`config.mk`:
```
export PLATFORM = sky130hd
export DESIGN_NAME = bram_sync_fifo_flat
export DESIGN_NICKNAME = d
export VERILOG_FILES = /design/src/rtl/bram_sync_fifo_if.sv /design/src/rtl/bram_sync_fifo.sv /design/src/flat_wrapper.sv
export SDC_FILE = /design/constraint.sdc
export NUM_CORES = 2
export LEC_CHECK = 0
export CAP_MARGIN = 20
export CORE_MARGIN = 2
export CORE_UTILIZATION = 45
export DETAILED_ROUTE_END_ITERATION = 12
export SLEW_MARGIN = 40
export SYNTH_ARGS = -nofsm -noshare
export SYNTH_HDL_FRONTEND = slang
export SYNTH_SLANG_ARGS = --single-unit
```
`constraint.sdc`:
```
create_clock -name clk -period 4.7 [get_ports clk]
set_clock_uncertainty 0.2 [all_clocks]
set_input_delay 1.41 -clock clk [delete_from_list [all_inputs] [get_ports clk]]
set_output_delay 1.41 -clock clk [all_outputs]
set_load 0.01 [all_outputs]
```
`src/rtl/bram_sync_fifo_if.sv`:
```
// bram_sync_fifo_if: write/read handshake, data and status bundle between a FIFO and its user
interface bram_sync_fifo_if #(
    parameter int DATA_WIDTH = 8,
    parameter int ADDR_WIDTH = 9
);
    logic                  we;
    logic [DATA_WIDTH-1:0] d;
    logic                  re;
    logic [DATA_WIDTH-1:0] q;
    logic                  q_valid;
    logic                  empty;
    logic                  full;
    logic                  almost_empty;
    logic                  almost_full;
    logic [ADDR_WIDTH:0]   level;
    logic                  overflow;
    logic                  underflow;
    logic                  err_clr;

    modport master (
        output we, d, re, err_clr,
        input  q, q_valid, empty, full, almost_empty, almost_full, level, overflow, underflow
    );

    modport slave (
        input  we, d, re, err_clr,
        output q, q_valid, empty, full, almost_empty, almost_full, level, overflow, underflow
    );
endinterface

```
`src/rtl/bram_sync_fifo.sv`:
```
// bram_sync_fifo: single-clock block-RAM FIFO with level, threshold and sticky error flags; BRAM_SYNC_FIFO_FWFT_EN selects first-word fall-through
module bram_sync_fifo #(
    parameter int DATA_WIDTH = 8,
    parameter int ADDR_WIDTH = 9,
    parameter int AF_THRESH  = (1 << ADDR_WIDTH) - 4,
    parameter int AE_THRESH  = 4
) (
    input  logic            clk,
    input  logic            rst_n,
    bram_sync_fifo_if.slave fifo
);
    localparam int DEPTH = 1 << ADDR_WIDTH;

    logic [DATA_WIDTH-1:0] mem [DEPTH];
    logic [DATA_WIDTH-1:0] rdata_q;
    logic [ADDR_WIDTH-1:0] wptr_q, wptr_d, rptr_q, rptr_d;
    logic [ADDR_WIDTH:0]   level_q, level_d;
    logic                  vld_q, vld_d, seen_q, seen_d;
    logic                  ovf_q, ovf_d, unf_q, unf_d;
    logic                  wa, ra, rd_en, full, empty;

    // level == DEPTH is the only value with the top bit set
    assign full = level_q[ADDR_WIDTH];
    assign wa   = fifo.we & ~full;

`ifdef BRAM_SYNC_FIFO_FWFT_EN
    logic ram_nonempty;
    // the RAM output register doubles as the head slot; fetch whenever it is free or being popped
    always_comb begin
        empty        = ~vld_q;
        ra           = fifo.re & vld_q;
        ram_nonempty = (level_q - {{ADDR_WIDTH{1'b0}}, vld_q}) != '0;
        rd_en        = ram_nonempty & (~vld_q | ra);
        vld_d        = rd_en | (vld_q & ~ra);
    end
`else
    // a RAM read is issued only for an accepted read; q_valid pulses on the following edge
    always_comb begin
        empty = level_q == '0;
        ra    = fifo.re & ~empty;
        rd_en = ra;
        vld_d = ra;
    end
`endif

    // next-state for pointers, occupancy and sticky errors (a new error beats err_clr)
    always_comb begin
        wptr_d  = wptr_q + ADDR_WIDTH'(wa);
        rptr_d  = rptr_q + ADDR_WIDTH'(rd_en);
        level_d = (wa & ~ra) ? level_q + (ADDR_WIDTH+1)'(1) :
                  (ra & ~wa) ? level_q - (ADDR_WIDTH+1)'(1) : level_q;
        seen_d  = seen_q | rd_en;
        ovf_d   = (ovf_q & ~fifo.err_clr) | (fifo.we & full);
        unf_d   = (unf_q & ~fifo.err_clr) | (fifo.re & empty);
    end

    // control state with asynchronous reset; RAM contents are left untouched
    always_ff @(posedge clk or negedge rst_n) begin
        if (!rst_n) begin
            wptr_q  <= '0;
            rptr_q  <= '0;
            level_q <= '0;
            vld_q   <= 1'b0;
            seen_q  <= 1'b0;
            ovf_q   <= 1'b0;
            unf_q   <= 1'b0;
        end else begin
            wptr_q  <= wptr_d;
            rptr_q  <= rptr_d;
            level_q <= level_d;
            vld_q   <= vld_d;
            seen_q  <= seen_d;
            ovf_q   <= ovf_d;
            unf_q   <= unf_d;
        end
    end

    // storage with registered read and no reset so it maps onto block RAM
    always_ff @(posedge clk) begin
        if (wa)
            mem[wptr_q] <= fifo.d;
        if (rd_en)
            rdata_q <= mem[rptr_q];
    end

    // q reads as zero until the RAM register has been loaded since reset
    always_comb begin
        fifo.q            = seen_q ? rdata_q : '0;
        fifo.q_valid      = vld_q;
        fifo.empty        = empty;
        fifo.full         = full;
        fifo.almost_empty = int'(level_q) <= AE_THRESH;
        fifo.almost_full  = int'(level_q) >= AF_THRESH;
        fifo.level        = level_q;
        fifo.overflow     = ovf_q;
        fifo.underflow    = unf_q;
    end
endmodule

```
`src/flat_wrapper.sv`:
```
// flat-port wrapper written by rule: the top's interface ports become plain ports
module bram_sync_fifo_flat 
#(
    parameter int DATA_WIDTH = 8,
    parameter int ADDR_WIDTH = 9,
    parameter int AF_THRESH  = (1 << ADDR_WIDTH) - 4,
    parameter int AE_THRESH  = 4
)
  (clk, rst_n, fifo_we, fifo_d, fifo_re, fifo_err_clr, fifo_q, fifo_q_valid, fifo_empty, fifo_full, fifo_almost_empty, fifo_almost_full, fifo_level, fifo_overflow, fifo_underflow);
  bram_sync_fifo_if #(.DATA_WIDTH(DATA_WIDTH), .ADDR_WIDTH(ADDR_WIDTH)) fifo_i ();
  input  logic clk;
  input  logic rst_n;
  input wire logic [$bits(fifo_i.we)-1:0] fifo_we;
  input wire logic [$bits(fifo_i.d)-1:0] fifo_d;
  input wire logic [$bits(fifo_i.re)-1:0] fifo_re;
  input wire logic [$bits(fifo_i.err_clr)-1:0] fifo_err_clr;
  output wire logic [$bits(fifo_i.q)-1:0] fifo_q;
  output wire logic [$bits(fifo_i.q_valid)-1:0] fifo_q_valid;
  output wire logic [$bits(fifo_i.empty)-1:0] fifo_empty;
  output wire logic [$bits(fifo_i.full)-1:0] fifo_full;
  output wire logic [$bits(fifo_i.almost_empty)-1:0] fifo_almost_empty;
  output wire logic [$bits(fifo_i.almost_full)-1:0] fifo_almost_full;
  output wire logic [$bits(fifo_i.level)-1:0] fifo_level;
  output wire logic [$bits(fifo_i.overflow)-1:0] fifo_overflow;
  output wire logic [$bits(fifo_i.underflow)-1:0] fifo_underflow;
  assign fifo_i.we = fifo_we;
  assign fifo_i.d = fifo_d;
  assign fifo_i.re = fifo_re;
  assign fifo_i.err_clr = fifo_err_clr;
  assign fifo_q = fifo_i.q;
  assign fifo_q_valid = fifo_i.q_valid;
  assign fifo_empty = fifo_i.empty;
  assign fifo_full = fifo_i.full;
  assign fifo_almost_empty = fifo_i.almost_empty;
  assign fifo_almost_full = fifo_i.almost_full;
  assign fifo_level = fifo_i.level;
  assign fifo_overflow = fifo_i.overflow;
  assign fifo_underflow = fifo_i.underflow;
  bram_sync_fifo #(.DATA_WIDTH(DATA_WIDTH), .ADDR_WIDTH(ADDR_WIDTH), .AF_THRESH(AF_THRESH), .AE_THRESH(AE_THRESH)) u_core (.clk(clk), .rst_n(rst_n), .fifo(fifo_i));
endmodule
```
## After elaboration in Yosys (flattened, before gate mapping)

Memory sizes are Yosys's and may differ from the RTL's. A register that Yosys moved wholly into a read port is not among the register bits.
Cells that the tools add are included.

- Flip-flop bits (word level): 32
- Memory bits (writable): 4096
- Input port bits: 13
- Memories kept: 1

Memories:

| name | depth | width | read ports | clocked after Yosys merged registers in | wr ports | RTL line | text |
|---|---|---|---|---|---|---|---|
| u_core.mem | 512 | 8 | 1 | 1 | 1 | bram_sync_fifo.sv:14 | `logic [DATA_WIDTH-1:0] mem [DEPTH];` |

- $add $sub $neg: 4
- $lt $le $gt $ge: 2
- Mux-type cells: 5
- Bitwise logic cells: 16
- Reductions and logical operators: 2

Operator list:

| cell | number |
|---|---|
| $mux W10 | 2 |
| $add A9 B1 Y9 | 2 |
| $add A10 B1 Y10 const B | 1 |
| $ge A10 B9 Y1 const B | 1 |
| $le A10 B3 Y1 const B | 1 |
| $logic_not A10 Y1 | 1 |
| $sub A10 B1 Y10 const B | 1 |
| $and A1 B1 Y1 | 8 |
| $mux W8 | 1 |
| $not A1 Y1 | 5 |
| $or A1 B1 Y1 | 3 |
| $mux W1 | 2 |
| $reduce_bool A2 Y1 | 1 |

## Depth between registers and ports, before layout

- Word-level depth: 6
- Depth in mapped cells: 15
- Gate-level depth less buffers: 14

## Least setup slack after synthesis

Ideal clock, no wire load.

- Kind: input port to flip-flop
- From: input port fifo_we
- To: register u_core.level_q[9] (netlist: u_core.fifo.level[9])
- Library setup time: 0.087 ns
- Data arrival time: 4.059 ns
- Data required time: 4.413 ns
- Slack: 0.354 ns
- Stages: 12
- Cells stage by stage: nor2b_1 ha_1 inv_1 ha_1 a21o_1 a21oi_1 o21ai_0 a21oi_1 o21ai_0 a31o_2 or4b_2 o211ai_1

- Longest elaborated chain between the ends: 4
- Elaborated cells on any way between the ends: 6
- Classes of those cells: 1 x mux; 4 x bitwise; 1 x reduce/logical

Ends and longest elaborated chain:

| element | RTL line | text |
|---|---|---|
| from (decl) | flat_wrapper.sv:13 | `input wire logic [$bits(fifo_i.we)-1:0] fifo_we;` |
| $and A1 B1 Y1 (*) | bram_sync_fifo.sv:24 | `assign wa = fifo.we & ~full;` |
| $not A1 Y1 | bram_sync_fifo.sv:51 | `(ra & ~wa) ? level_q - (ADDR_WIDTH+1)'(1) : level_q;` |
| $and A1 B1 Y1 | bram_sync_fifo.sv:51 |  |
| $reduce_bool A2 Y1 (no source line) | n/a |  |
| to (signal assigned) | bram_sync_fifo.sv:70 | `level_q <= level_d;` |
| to (decl) | bram_sync_fifo.sv:17 | `logic [ADDR_WIDTH:0] level_q, level_d;` |

Mark *: on every way between the ends. The rest lies on a longest branch, timed or not.
A chain may end at the register's enable or synchronous reset.

==> run metrics <==
Least-Margin Pin Slew=0.994 ns; deepest clock path buffer count=4; met1 Resource Use GR=36.8%; top-count cell post-synth=edfxtp_1; syn avg cell area=20.8 µm²; via count of the first global-routing pass=84.6k; CP endpoint kind=flip-flop; number of antenna violations at the first check in global routing=15; Layout area overhead=16.3%; Worst Setup Start Kind=flip-flop; xor/xnor share of the synthesized area=0.0978%; total of flip-flops plus latches after synthesis=4136; DRC marker count from the first detailed-route iteration=12.2k; depth of the CTS H-tree=5; total setup violations reported at the end of the flow=0; number of pins exceeding their max-slew limit in the final report=0; highest-utilization routing layer at the global route stage=met2; met2 track demand over resource=39.9%; type of the worst setup path=reg2reg; adder-cell area share of the yosys netlist=0.113%; clock-pin slew on the worst setup and hold paths=0.06 ns; portion of synthesized cell area occupied by the leading cell type=76.5%; Yosys top cell by area=edfxtp_1; warnings from Yosys=0; ys flop type=edfxtp_1; min-delay worst type=in2async; end of the worst register-to-register path=u_core.rdata_q[2]$_DFFE_PP_; synthesized area=0.161 mm²; dominant combinational cell family by area after synthesis=multiplexers; synth top area cells=edfxtp_1 76%, mux4_2 12%, mux2i_1 2.6%; fill cell instance count of the final layout=27.6k; Pre-Repair DR Iteration Count=6; number of rows in the core area=219; worst slew margin relative to its limit=33.1%; placed cell count=13.0k; number of vias per cell=6.20; Post-Layout Inst Area=0.187 mm²; post-CTS setup buffer count=0; CP max FO=22; Power Total=108000 µW; post-layout minimum cycle time=4.66 ns; count of endpoints failing hold in the final timing report=0; share of the cycle needed by the critical path after routing=99.1%; fraction of layout cells with a size suffix above 1=28.4%; global-route wire length before repair=661000 µm; fraction of the mapped netlist area in compound gates=3.23%; clock tree from TritonCTS=yes; post-cts hold buffer count=0; result of the run=finished, final reports clean; number of I/O pins=38; Worst path most repeated cell=buf_4; slack of the worst reg-to-reg path=0.04 ns; standard cell with the maximum stage delay on the critical path=dfrtp_4; Post-synth EDFFs=4104; clock sink count=4136; top cells by instance count after synthesis=4104 x edfxtp_1, 889 x mux4_2, 592 x nor2_1; total DRC errors in the routed layout=0; maximum number of pins on one net before global-route repair=178; Post-DRT Antenna Nets=0; Highest Clock Rate=215 MHz; leakage component of the power=0.0606 µW; simple logic cell fraction of the synthesized area=2.62%; horizontal die dimension=602 µm; latest clock arrival within the worst-skew pair=0.97 ns; global-route usage over all layers=25.7%; synthesized instance count=7756; Total Negative Setup Slacks=0 ns; post-route non-filler standard cell count=13.8k; effective utilization at floorplan=45.2%; detailed placement HPWL=297000 µm; floorplan die area=0.363 mm²; area inside the core boundary=0.356 mm²; Post-layout nets=8729; instance area at placement=0.174 mm²; cell at the root of the clock tree=clkbuf_16; data arrival time of the critical path=5.23 ns; longest individual stage delay on the worst path=0.74 ns; die extent in y=602 µm; startpoint of the worst register-to-register path=u_core.rptr_q[2]$_DFF_PN0_; share of flip-flops with an asynchronous set or reset after synthesis=0.774%; Maximum Capacitance Violations=0; required time at the endpoint of the critical path=5.28 ns; leftover overflow at the end of global routing=0; overall routed net length=472000 µm; ordered cell list for the critical path=nand2b_4, buf_4, o221ai_1, o22ai_1, o21ai_0, nand4_1, nand4_1, buf_4, a31oi_1, buf_4, nor3_1; maximum ir drop on the vdd rail=0.510 mV; count of unique library cells instantiated by Yosys=75; routed vias=85.6k; fraction of synthesized area in multiplexers=15.3%; number of buffer cells added on primary ports=37; met3 track demand over resource=4.93%; unrepaired setup endpoints after global routing=no; share of the yosys chip area belonging to registers=77.0%; GP Congestion=0.887; number of buffers created by CTS=415; synthesized netlist net count=7783; power density over the cells=578 mW/mm²; crit-path leading delay family=simple AND/OR/NAND/NOR gates; depth of the worst register-to-register path=11; wire length per cell=34.2 µm; combined buffer and inverter count along the critical path=3
==> kinds of logic (layout without fill, tap and decap cells) <==
logic type / count (synthesis) / count (layout)
adders and majority gates: 14 / 14
xor gates and xnor gates: 18 / 18
other: 0 / 7
DFF: 4136 / 4136
and+or+nand+nor: 997 / 997
AOI/OAI and AO/OA: 755 / 755
buffers and inverters: 501 / 1795
muxes: 1335 / 1335
==> final cells by class <==
| class | count | area, µm² | share of cell area [%] |
|---|---|---|---|
| flip-flops and latches | 4136 | 124000 | 66.2 |
| inverters | 18 | 82.6 | 0.0441 |
| diodes | 7 | 17.5 | 0.00935 |
| clock buffers | 503 | 10900 | 5.80 |
| clock inverters | 262 | 2510 | 1.34 |
| repair buffers | 1012 | 9180 | 4.90 |
| multi-input cells | 3119 | 34700 | 18.5 |
| well taps | 4751 | 5940 | 3.17 |
==> worst reg2reg max path, stage by stage, from the launching register on <==
cell and delay (ns):
dfrtp_4 0.74, nand2b_4 0.35, buf_4 0.37, o221ai_1 0.29, o22ai_1 0.19, o21ai_0 0.67
nand4_1 0.59, nand4_1 0.32, buf_4 0.22, a31oi_1 0.10, buf_4 0.18, nor3_1 0.27
==> worst max-delay path by stage <==
stage                               start                               end  depth (start not counted)
6_report       u_core.rptr_q[2]$_DFF_PN0_       u_core.rdata_q[2]$_DFFE_PP_                         11
5_1_grt        u_core.rptr_q[1]$_DFF_PN0_       u_core.rdata_q[2]$_DFFE_PP_                         11
2_1_floorplan                     fifo_we  u_core.fifo.level[9]$_DFFE_PN0P_                         12
3_3_place_gp                      fifo_we  u_core.fifo.level[9]$_DFFE_PN0P_                         14
3_5_place_dp                      fifo_we  u_core.fifo.level[9]$_DFFE_PN0P_                         14
4_1_cts        u_core.rptr_q[1]$_DFF_PN0_       u_core.rdata_q[1]$_DFFE_PP_                          9
==> through the flow <==
step                hold slack, ns  setup slack [ns]  util (%)
global placement             0.301            -0.216      48.8
CTS                          0.179             0.223      52.6
global route                 0.216             0.168      52.6
detailed placement           0.290            0.0200      48.8
floorplan                    0.288             0.354         -
finish                       0.208            0.0441      52.6
==> timing repair <==
action                                  CTS  global route
endpoints found under the setup margin    0             1
hold endpoints to repair                  0             0
resized for setup                         0             1
==> power breakdown <==
part | switching, µW | total, µW | internal (µW)
clock network | 14100 | 32900 | 18700
logic | 20900 | 34000 | 13100
registers | 506 | 41300 | 40800
==> registers in the layout (all words and copies together), names as in the netlist <==
name and cells:
u_core.wptr_q 9, u_core.fifo.overflow 1, u_core.rptr_q 9, u_core.fifo.underflow 1, u_core.fifo.level 10, u_core.rdata_q 8
u_core.mem 4096, u_core.fifo.q_valid 1, u_core.seen_q 1
==> placed cells by master (no fill, tap or decap), drive strengths merged, types with 24 or more instances in the layout <==
cell / instances
clkinv: 183
clkinvlp: 27
a211oi: 32
nand3: 46
o221ai: 138
clkbuf: 503
dfrtp: 32
buf: 984
nor2: 592
and2: 24
nand2: 186
clkdlybuf4s50: 28
o21ai: 110
a31oi: 32
a22oi: 77
nor3: 47
o22ai: 95
mux4: 896
mux2i: 420
o211ai: 31
edfxtp: 4104
inv: 29
bufinv: 41
a21oi: 131
==> metal layers <==
layer | wire length (µm) | up-vias | share of wire (%)
li1 | - | 34244 | -
met1 | 190000 | 46012 | 40
met2 | 219000 | 4608 | 46
met3 | 45600 | 722 | 9.6
met4 | 17900 | 4 | 3.8
met5 | 32 | - | 0.0068
(Power assumes the default switching activity.)
